File: config.mk
export PLATFORM = sky130hd
export DESIGN_NAME = seg7_status_display
export DESIGN_NICKNAME = d
export VERILOG_FILES = /design/src/rtl/seg7_status_display.sv
export SDC_FILE = /design/constraint.sdc
export NUM_CORES = 1
export LEC_CHECK = 0
export BUFFER_PORTS_ARGS = -buffer_cell sky130_fd_sc_hd__buf_2
export CORE_ASPECT_RATIO = 1.75
export CORE_UTILIZATION = 45
export DETAILED_ROUTE_END_ITERATION = 10
export PLACE_DENSITY = 0.75
export SLEW_MARGIN = 20
export SYNTH_ARGS = -nofsm -noshare
export SYNTH_HDL_FRONTEND = slang
export SYNTH_SLANG_ARGS = --single-unit
File: constraint.sdc
create_clock -name clk -period 6.1 [get_ports clk]
set_clock_uncertainty 0.2 [all_clocks]
set_input_delay 1.22 -clock clk [delete_from_list [all_inputs] [get_ports clk]]
set_output_delay 1.22 -clock clk [all_outputs]
set_load 0.005 [all_outputs]
File: src/rtl/seg7_status_display.sv
// Four-digit multiplexed hex display of a 16-bit debug word plus I/Z/S/HALT status LEDs.
// Optional HALT blinking is compiled in when the HALT_BLINK_EN macro is defined.
module seg7_status_display #(
  parameter int REFRESH_DIV  = 50000,
  parameter int BLANK_CYC    = 16,
  parameter int BLINK_FRAMES = 25
) (
  input  logic        clk,
  input  logic        reset,
  input  logic [15:0] value,
  input  logic        I,
  input  logic        Z,
  input  logic        S,
  input  logic        HALT,
  output logic [6:0]  seg_n,
  output logic        dp_n,
  output logic [3:0]  an_n,
  output logic [3:0]  led
);

  localparam int PW = (REFRESH_DIV > 1) ? $clog2(REFRESH_DIV) : 1;
  localparam logic [PW-1:0] TERM  = PW'(REFRESH_DIV - 1);
  localparam logic [PW-1:0] BLANK = PW'(BLANK_CYC);

  logic [PW-1:0] psc_p0;
  logic [1:0]    idx_p0;
  logic          first_p0;
  logic [15:0]   snap_val_p0;
  logic          snap_i_p0;
  logic          snap_z_p0;
  logic          snap_s_p0;
  logic          snap_halt_p0;
  logic          tick;
  logic          frame_end;
  logic          blank_frame;
  logic [3:0]    cur_nib;

  function automatic logic [6:0] hex_to_seg(input logic [3:0] nib);
    logic [6:0] seg;
    case (nib)
      4'h0: seg = 7'h40;
      4'h1: seg = 7'h79;
      4'h2: seg = 7'h24;
      4'h3: seg = 7'h30;
      4'h4: seg = 7'h19;
      4'h5: seg = 7'h12;
      4'h6: seg = 7'h02;
      4'h7: seg = 7'h78;
      4'h8: seg = 7'h00;
      4'h9: seg = 7'h10;
      4'hA: seg = 7'h08;
      4'hB: seg = 7'h03;
      4'hC: seg = 7'h46;
      4'hD: seg = 7'h21;
      4'hE: seg = 7'h06;
      default: seg = 7'h0E;
    endcase
    return seg;
  endfunction

  assign tick      = (psc_p0 == TERM);
  assign frame_end = tick && (idx_p0 == 2'd3);
  assign cur_nib   = snap_val_p0[{idx_p0, 2'b00} +: 4];

  // Stage p0: scan timing and frame-aligned input snapshot
  always_ff @(posedge clk or posedge reset) begin
    if (reset) begin
      psc_p0       <= '0;
      idx_p0       <= '0;
      first_p0     <= 1'b1;
      snap_val_p0  <= '0;
      snap_i_p0    <= 1'b0;
      snap_z_p0    <= 1'b0;
      snap_s_p0    <= 1'b0;
      snap_halt_p0 <= 1'b0;
    end else begin
      psc_p0   <= tick ? '0 : psc_p0 + 1'b1;
      first_p0 <= 1'b0;
      if (tick) idx_p0 <= idx_p0 + 2'd1;
      if (first_p0 || frame_end) begin
        snap_val_p0  <= value;
        snap_i_p0    <= I;
        snap_z_p0    <= Z;
        snap_s_p0    <= S;
        snap_halt_p0 <= HALT;
      end
    end
  end

`ifdef HALT_BLINK_EN
  localparam int FW = (BLINK_FRAMES > 1) ? $clog2(BLINK_FRAMES) : 1;
  localparam logic [FW-1:0] FTERM = FW'(BLINK_FRAMES - 1);

  logic [FW-1:0] frame_cnt_p0;
  logic          phase_p0;

  // Held clear while not halted so a new halt always opens on a visible frame
  always_ff @(posedge clk or posedge reset) begin
    if (reset) begin
      frame_cnt_p0 <= '0;
      phase_p0     <= 1'b0;
    end else if (!snap_halt_p0) begin
      frame_cnt_p0 <= '0;
      phase_p0     <= 1'b0;
    end else if (frame_end) begin
      if (frame_cnt_p0 == FTERM) begin
        frame_cnt_p0 <= '0;
        phase_p0     <= ~phase_p0;
      end else begin
        frame_cnt_p0 <= frame_cnt_p0 + 1'b1;
      end
    end
  end

  assign blank_frame = snap_halt_p0 & phase_p0;
`else
  assign blank_frame = 1'b0;
`endif

  // Stage p1: registered display drive
  always_ff @(posedge clk or posedge reset) begin
    if (reset) begin
      seg_n <= 7'h7F;
      dp_n  <= 1'b1;
      an_n  <= 4'hF;
      led   <= 4'h0;
    end else begin
      seg_n <= hex_to_seg(cur_nib);
      dp_n  <= ~((idx_p0 == 2'd3) && snap_i_p0);
      an_n  <= (blank_frame || (psc_p0 < BLANK)) ? 4'hF : ~(4'b0001 << idx_p0);
      led   <= {snap_halt_p0 & ~blank_frame, snap_i_p0, snap_s_p0, snap_z_p0};
    end
  end

endmodule
* After elaboration in Yosys (flattened, before gate mapping) *
Memory sizes are Yosys's and may differ from the RTL's. A register that Yosys moved wholly into a read port is not among the register bits.
Index checks and enable logic that the tools add are counted.

storage, ports and cells
  bits in registers = 48
  ROM bits = 112
  output and inout port bits = 16
  word-level logic and storage cells = 26
  memories = 1

memories
  memory            words  width  rd ports  clocked after Yosys merged registers in  write ports  RTL line  source
  (name not given)  16     7      1         1                                        0            40        case (nib)

operators by class
  add/sub/neg operators = 2
  order comparisons = 1
  equality and inequality tests = 2
  shift-type cells = 2
  mux-type cells = 2
  bitwise operators = 2
  reduce and logical (&&, ||, !) cells = 3

operators by type and width
  operator                                                     count
  adder 16 x 1 -> 16 bit, second input constant                1
  == test 16 bit, second input constant                        1
  less-than comparator 16 x 5 -> 1 bit, second input constant  1
  2-to-1 mux 16 bit                                            1
  indexed part select 16 x 5 -> 4 bit                          1
  2-to-1 mux 4 bit                                             1
  NOT 4 bit                                                    1
  << shifter 1 x 2 -> 4 bit, first input constant              1
  adder 2 x 1 -> 2 bit, second input constant                  1
  == test 2 bit, second input constant                         1
  logical AND 1 bit                                            2
  logical OR 1 bit                                             1
  NOT 1 bit                                                    1

* Longest topological paths before layout *
Gate-level depths: netlist (run 1).

  depth in word-level cells = 3
  depth in mapped cells = 7

* Worst setup path after synthesis (run 1) *
Ideal clock, no wire load.

  path type = register to register
  start = register idx_p0[0]
  end = register seg_n[0]
  setup time = 0.091 ns
  data arrival time = 1.728 ns
  required time = 5.809 ns
  path slack = 4.081 ns
  cell stages (with the launch flop) = 7
  buffers on the path = 1
  period minus slack after synthesis = 2.019 ns
  cell sequence = dfrtp_1 > buf_6 > mux4_1 > inv_1 > ha_1 > inv_1 > o31ai_1

between the ends
  word-level cells in the longest chain between the ends = 1

RTL lines
  item                                 RTL line  source
  start, declared                      26        logic [1:0] idx_p0;
  start signal, assigned               79        if (tick) idx_p0 <= idx_p0 + 2'd1;
  indexed part select 16 x 5 -> 4 bit  63        assign cur_nib = snap_val_p0[{idx_p0, 2'b00} +: 4];
  end, declared                        15        output logic [6:0] seg_n,

Every way passes these cells.
A chain may end at the register's enable or synchronous reset.

* Worst setup path after layout (run 1) *
  start = register an_n[2]
  end = output an_n[2]

RTL lines
  item                    RTL line  source
  start, declared         17        output logic [3:0] an_n,
  start signal, assigned  130       an_n <= (blank_frame || (psc_p0 < BLANK)) ? 4'hF : ~(4'b0001 << idx_p0);

No word-level cell between the ends.

==> flow_summary.toml, run 1 <==
[detailed_routing]
viasPerCell = 5.13
drt-total-wl_mm = 4.38
drc = 0
dr.pass1.iters = 4
dr_total_vias = 1559
routedWlPerCell_um = 14.4
drt_iter0_drc = 56
postRouteAntennaNets = 0

[power]
ir_drop_mv = 0.109
powerDensity_nw_per_um2 = 241
p_leak_nw = 1.25

[sta]
tns_ns = 0
max_slew_margin = 0.552
fin_crit_ns = 2.35
setup_viol_count_final = 0
rsz0062_at_grt = "false"
maxSlewViolCount = 0
finalCritPeriodShare = 0.386
fin_ws_ns = 3.75
fmax_mhz = 425
finalHoldViolCount = 0
tightest_slew_ns = 0.672

[logic_synthesis]
syn-num-nets = 225
synth-edff-count = 0
synth-seq-cells = 55
synth-main-ff-cell = "dfrtp_1"
ys_top_cells_by_area = "dfrtp_1 (42%), dfstp_2 (14%), mux2_2 (9.0%)"
synth_cells = 192
synthDistinctLibCells = 38
syn_area_um2 = 2510
ys_seq_area_frac = 0.554
async_flop_share = 1.00
synth.avg_cell_area_um2 = 13.1
synth_top_cell_area_share = 0.418
synth_largest_area_cell = "dfrtp_1"
ys_warn_count = 0

[flow_run]
maxCapViolations = 0

[global_route]
antenna_found_initial = 0
grt_max_degree = 56
grt-ovfl-total = 0
first_global_vias = 1653
grt_use_total = 0.169
grt_pass1_wl_mm = 7.52

[cells_and_area]
final_common_cell = "dfrtp_1"
area_growth_pct = 12.0
layout.cells.non_filler = 304
antennaDiodeCount = 0
post-route-cell-area_um2 = 2820
drive_above_1_share = 0.396
fin_util = 0.527
most-common-layout-cells = "dfrtp_1 (42), buf_2 (37), mux2_2 (20)"
fin_nets = 262

[die]
core_area_um2 = 5340
fp-row-count = 35
dieArea_um2 = 5900
die_w_um = 58.5
start_util = 0.471
io_pins = 38
die_h_um = 101

[setup_path]
cp_top_family = "flip-flops"
critPathRequiredTime_ns = 4.68
crit_arrival_ns = 0.93
worst-path-buf-inv = 1
crit_slowest_cell = "dfstp_2"
crit_type = "flop to output pin"
crit_chain = "buf_2"
slowest_delay_ns = 0.53
setup.worst_path.start_class = "flop"
end_kind = "output pin"
crit_fanout = 1

[placed_design]
place_congestion = 0.898
placed_area_um2 = 2730
portBuffers = 37
post-place-ws_ns = 3.89
dp_hpwl_mm = 3.13
placed_cells = 296

[clock_tree]
cts_htree_levels = 2
clkLatencyLatePin_ns = 0.31
cts_root_buffer = "clkbuf_8"
tritoncts.num_buffers = 5
clkTransAtPathRegs_ns = 0.09
ctsHoldBuffers = 0
tritoncts = "yes"
ctsLongestPathBuffers = 2
cts_setup_buffers = 0
cts.sinks = 55
cts_resized = 0

[status]
status = "finished clean"

[worst_hold_path]
hp-class = "flop to flop"
logic make-up (layout without fill, tap and decap cells):
group | count (synthesis) | count (layout) | synth area share
buf+inv | 14 | 52 | 0.0373
fa+ha+maj | 11 | 11 | 0.0547
flops | 55 | 55 | 0.554
mux | 28 | 28 | 0.149
simple gates | 54 | 54 | 0.117
compound gates | 17 | 17 | 0.0453
other cells | 1 | 1 | 0.00149
xor+xnor | 12 | 12 | 0.0418
per-stage QoR:
stage,hold WS [ns],power (mW)
4_1_cts,0.190,0.686
3_3_place_gp,0.153,0.485
6_report,0.184,0.679
3_5_place_dp,0.167,0.488
2_1_floorplan,0.149,0.462
5_1_grt,0.201,0.710
cell usage after synthesis (all sizes together), types with 2 or more instances:
cell type,count
mux4,4
nand3,8
dfrtp,42
a21oi,3
xnor2,6
and4,2
nor2,8
nor2b,3
o21ai,6
nand2,13
ha,11
and2,4
inv,6
nand4,6
and3,3
mux2,23
dfstp,13
xor2,6
buf,8
or3,3
o21a,3
worst paths after layout:
check | to | depth (start not counted) | from | slack [ns]
max | an_n[2] | 1 | an_n[2] | 3.75
min in group asynchronous | psc_p0[11] | 3 | reset | 0.88
max reg2reg | seg_n[3] | 6 | idx_p0[0] | 3.87
max in group asynchronous | psc_p0[1] | 3 | reset | 4.36
min | led[3] | 0 | snap_halt_p0 | 0.18
min reg2reg | led[3] | 0 | snap_halt_p0 | 0.18
power by group:
group	switching, mW	internal, mW
registers	0.00891	0.394
logic	0.0374	0.0407
clock network	0.118	0.0801
sequential cells by signal, indices dropped and copies added, names as in the netlist:
| signal | flops |
|---|---|
| psc_p0 | 16 |
| snap_val_p0 | 16 |
| seg_n | 7 |
| an_n | 4 |
| led | 4 |
| idx_p0 | 2 |
| dp_n | 1 |
| first_p0 | 1 |
| snap_halt_p0 | 1 |
| snap_i_p0 | 1 |
| snap_s_p0 | 1 |
| snap_z_p0 | 1 |
metal layers:
metal	GRT usage	up-vias	part of all wire
met5	0	-	0
met3	0.0359	12	0.033
met1	0.185	776	0.38
li1	-	735	-
met4	0.0897	0	0.028
met2	0.300	36	0.56
final cells by class:
type	count	area (µm²)
Sequential cell	55	1390
Tap cell	74	92.6
Timing Repair Buffer	38	193
Multi-Input combinational cell	123	1030
Clock inverter	3	20.0
Fill cell	484	2520
Clock buffer	5	68.8
Inverter	6	22.5
No activity file was read; power rests on OpenSTA's default activity.
==> inputs of run 2 (changes only) <==
--- a/config.mk
+++ b/config.mk
@@ -9,7 +9,7 @@
 export CORE_ASPECT_RATIO = 1.75
 export CORE_UTILIZATION = 45
 export DETAILED_ROUTE_END_ITERATION = 10
-export PLACE_DENSITY = 0.75
+export PLACE_DENSITY = 0.78
 export SLEW_MARGIN = 20
 export SYNTH_ARGS = -nofsm -noshare
 export SYNTH_HDL_FRONTEND = slang
==> constraint.sdc (replaced) <==
create_clock -name clk -period 2.15 [get_ports clk]
set_clock_uncertainty 0.2 [all_clocks]
set_input_delay 0.43 -clock clk [delete_from_list [all_inputs] [get_ports clk]]
set_output_delay 0.43 -clock clk [all_outputs]
set_load 0.005 [all_outputs]
==> flow_summary.toml, run 2 (synthesis gave the netlist of run 1 again) <==
[status]
status = "finished clean"

[sta]
finalHoldViolCount = 0
fmax_mhz = 498
maxSlewViolCount = 0
fin_ws_ns = 0.141
rsz0062_at_grt = "false"
fin_crit_ns = 2.01
setup_viol_count_final = 0
finalCritPeriodShare = 0.935
tns_ns = 0

[flow_run]
maxCapViolations = 0

[detailed_routing]
drc = 0
drt-total-wl_mm = 4.30
routedWlPerCell_um = 13.8
viasPerCell = 5.03
postRouteAntennaNets = 0
dr_total_vias = 1569
dr.pass1.iters = 4
drt_iter0_drc = 50

[setup_path]
slowest_delay_ns = 0.57
crit_arrival_ns = 2.07
crit_chain = "mux4_2, inv_1, ha_1, a21oi_1, o21a_1"
crit_fanout = 5
setup.worst_path.start_class = "flop"
end_kind = "flop"
crit_slowest_cell = "mux4_2"
crit_type = "flop to flop"
critPathRequiredTime_ns = 2.21

[clock_tree]
cts_htree_levels = 2
clkLatencyLatePin_ns = 0.31
cts_root_buffer = "clkbuf_8"
tritoncts.num_buffers = 5
ctsLongestPathBuffers = 2
cts.sinks = 55
clkTransAtPathRegs_ns = 0.10
tritoncts = "yes"

[cells_and_area]
fill_cells = 477
largest_registers = "psc_p0 x16, snap_val_p0 x16, seg_n x7"
area_growth_pct = 15.8
multi_input_area_um2 = 1030
layout.cells.non_filler = 312
fin_util = 0.545
regArea_um2 = 1390
drive_above_1_share = 0.424
antennaDiodeCount = 0
most-common-layout-cells = "dfrtp_1 (41), buf_2 (37), mux2_2 (20)"
final_common_cell = "dfrtp_1"
fin_nets = 270

[global_route]
antenna_found_initial = 0
grt-busiest-layer = "met2"
first_global_vias = 1540
grt-ovfl-total = 0
grt_util_met1 = 0.195
grt_pass1_wl_mm = 7.25
use_met2 = 0.275
grt_max_degree = 36
grt_use_total = 0.163
grtUsageMet3 = 0.0282

[placed_design]
place_congestion = 0.888
placed_cells = 301
post-place-ws_ns = -0.0299
dp_hpwl_mm = 3.11
portBuffers = 37

[die]
fp-row-count = 35
start_util = 0.471
die_w_um = 58.5
io_pins = 38
dieArea_um2 = 5900
core_area_um2 = 5340
die_h_um = 101

[worst_hold_path]
hp-class = "primary input to flop"

[power]
powerDensity_nw_per_um2 = 674
ir_drop_mv = 0.346
finalPower_mw = 1.96
p_leak_nw = 1.30
run 2: path summary, 6_finish.rpt:
kind | startpoint | to | slack, ns | cells after the start
max | idx_p0[0] | seg_n[3] | 0.14 | 5
min | Z | snap_z_p0 | 0.14 | 2
max reg2reg | idx_p0[0] | seg_n[3] | 0.14 | 5
min reg2reg | snap_halt_p0 | led[3] | 0.18 | 0
max in group asynchronous | reset | dp_n | 0.72 | 4
min in group asynchronous | reset | snap_halt_p0 | 0.45 | 3
run 2: final cells by class:
class | count | area share
clock buffer | 5 | 0.0236
clock inverter | 3 | 0.00859
inverter | 6 | 0.00773
multi-input combinational | 123 | 0.354
sequential | 55 | 0.479
tap | 74 | 0.0318
timing repair buffer | 46 | 0.0962
run 2: worst max-delay path, delay by kind of cell, from the launching register on:
kind | cells | cell delay [ns]
adder cells (fa/ha/maj) | 1 | 0.27
buffers and inverters | 1 | 0.18
flip-flops | 1 | 0.43
multiplexers | 1 | 0.57
AO/OA/AOI/OAI | 2 | 0.31
run 2: timing repair:
action                     in CTS  in global routing
pin swaps                       0                  0
gates cloned                    0                  0
resized for setup               1                  2
hold buffers                    1                  0
setup endpoints to repair       2                  2
hold endpoints to repair        9                  0
buffers inserted                0                  2
run 2: report_power, final:
group	switching, mW	internal (mW)
Sequential	0.0248	1.12
Clock	0.350	0.234
Combinational	0.109	0.128
Total	0.485	1.48
run 2: per-layer routing:
metal | share of wire | up-vias | wire length, µm
li1 | - | 755 | -
met1 | 0.41 | 773 | 1770
met2 | 0.54 | 30 | 2300
met3 | 0.025 | 11 | 109
met4 | 0.026 | 0 | 114
met5 | 0 | - | 0
run 2: stage by stage:
| stage | hold WS (ns) | cell area, µm² |
|---|---|---|
| finish | 0.143 | 2910 |
| global route | 0.134 | 2910 |
| CTS | 0.136 | 2890 |
| detailed placement | 0.160 | 2790 |
| global placement | 0.154 | 2790 |
| floorplan | 0.149 | 2510 |
==> inputs of run 3 (changes only) <==
==> constraint.sdc (replaced) <==
create_clock -name clk -period 2.15 [get_ports clk]
set_clock_uncertainty 0.2 [all_clocks]
set_input_delay 0.3225 -clock clk [delete_from_list [all_inputs] [get_ports clk]]
set_output_delay 0.3225 -clock clk [all_outputs]
set_load 0.005 [all_outputs]
==> flow_summary.toml, run 3 (synthesis gave the netlist of run 1 again) <==
[clock_tree]
tritoncts.num_buffers = 5
clkTransAtPathRegs_ns = 0.10
cts_setup_buffers = 0
ctsLongestPathBuffers = 2
cts_root_buffer = "clkbuf_8"
cts.sinks = 55
tritoncts = "yes"
cts_htree_levels = 2
clkLatencyLatePin_ns = 0.30

[setup_path]
rr_endpoint = "seg_n[3]"
timing.rr.start = "idx_p0[0]"
crit_chain = "mux4_2, inv_1, ha_1, a21oi_1, o21a_1"
slowest_delay_ns = 0.58
crit_type = "flop to flop"
setup.worst_path.start_class = "flop"
crit_slowest_cell = "mux4_2"
crit_arrival_ns = 2.11
worst_r2r_path_depth = 5
end_kind = "flop"
critPathRequiredTime_ns = 2.20
crit_fanout = 5
r2r_setup_slack_ns = 0.1

[power]
seqPwrFrac = 0.554
pwr-share-clk = 0.336
p_leak_nw = 1.31
finalPower_mw = 2.06
pwr-share-comb = 0.110
power_switching_mw = 0.445
powerDensity_nw_per_um2 = 706
ir_drop_mv = 0.411
switching_share = 0.216
p_int_mw = 1.62

[cells_and_area]
drive_above_1_share = 0.414
regArea_um2 = 1390
area_growth_pct = 16.2
fill_cells = 483
post-route-cell-area_um2 = 2920
multi_input_area_um2 = 1020
most-common-layout-cells = "dfrtp_1 (42), buf_2 (37), mux2_2 (20)"
largest_registers = "psc_p0 x16, snap_val_p0 x16, seg_n x7"
antennaDiodeCount = 0
fin_util = 0.547
fin_nets = 269
final_common_cell = "dfrtp_1"

[global_route]
first_global_vias = 1585
antenna_found_initial = 0
grt_pass1_wl_mm = 7.04
grt-ovfl-total = 0
grt_max_degree = 25
grt_use_total = 0.159

[detailed_routing]
dr_total_vias = 1605
drc = 0
drt-total-wl_mm = 4.18
postRouteAntennaNets = 0
viasPerCell = 5.16
routedWlPerCell_um = 13.4
dr.pass1.iters = 6
drt_iter0_drc = 27

[die]
start_util = 0.471
die_w_um = 58.5
dieArea_um2 = 5900
die_h_um = 101
core_area_um2 = 5340
fp-row-count = 35
io_pins = 38

[sta]
finalHoldViolCount = 0
fmax_mhz = 487
setup_viol_count_final = 0
tns_ns = 0
fin_crit_ns = 2.05
finalCritPeriodShare = 0.955
rsz0062_at_grt = "false"
maxSlewViolCount = 0

[worst_hold_path]
hp-start = "value[13]"
min_path_cells = 2
hp-class = "primary input to flop"
hold_end = "snap_val_p0[13]"

[placed_design]
portBuffers = 37
dp_hpwl_mm = 3.20
placed_area_um2 = 2800
place_congestion = 0.885

[status]
status = "finished clean"

[flow_run]
maxCapViolations = 0
## run 3: power groups by stage
stage          clock network, mW  logic (mW)  registers, mW
2_1_floorplan                  0       0.150           1.16
3_3_place_gp                   0       0.224           1.16
3_5_place_dp                   0       0.230           1.16
4_1_cts                    0.720       0.231           1.14
5_1_grt                    0.747       0.254           1.15
6_report                   0.692       0.228           1.14
## run 3: worst max-delay path: cells and delay by family (launching register included)
kind                     cells  cell delay [ns]
AO/OA/AOI/OAI                2             0.32
adder cells (fa/ha/maj)      1             0.27
buffers and inverters        1             0.17
flip-flops                   1             0.46
multiplexers                 1             0.58
## run 3: how the worst max path moves through the flow
stage	start	endpoint	slack, ns	depth (start not counted)
floorplan	idx_p0[0]	seg_n[0]	0.13	6
global placement	idx_p0[0]	seg_n[3]	0.11	5
detailed placement	idx_p0[0]	seg_n[3]	0.04	6
CTS	idx_p0[0]	seg_n[3]	0.03	6
global route	idx_p0[0]	seg_n[0]	0.02	5
finish	idx_p0[0]	seg_n[3]	0.1	5
## run 3: layout make-up
class	count	share of cell area
multi-input combinational	123	0.351
clock buffer	6	0.0283
clock inverter	2	0.0120
timing repair buffer	45	0.0933
inverter	6	0.00771
sequential	55	0.476
tap	74	0.0317
## run 3: per-stage QoR
stage | hold WS [ns] | worst slack (ns) | std cells
final | 0.0412 | 0.0959 | 311
after floorplan | 0.149 | 0.131 | 192
after detailed placement | 0.160 | 0.0425 | 302
after global placement | 0.154 | 0.112 | 302
after CTS | 0.0357 | 0.0256 | 311
after global routing | 0.0400 | 0.0210 | 311
## run 3: routing by layer
layer / vias to the layer above / wire length [µm] / track usage
li1: 751 / - / -
met1: 805 / 1550 / 0.171
met2: 38 / 2370 / 0.287
met3: 11 / 140 / 0.0372
met4: 0 / 119 / 0.0733
met5: - / 0 / 0
## run 3: what timing repair did
action	in CTS	in global routing
setup endpoints to repair	0	2
endpoints found under the hold margin	12	0
resized for setup	0	1
hold buffers	1	0
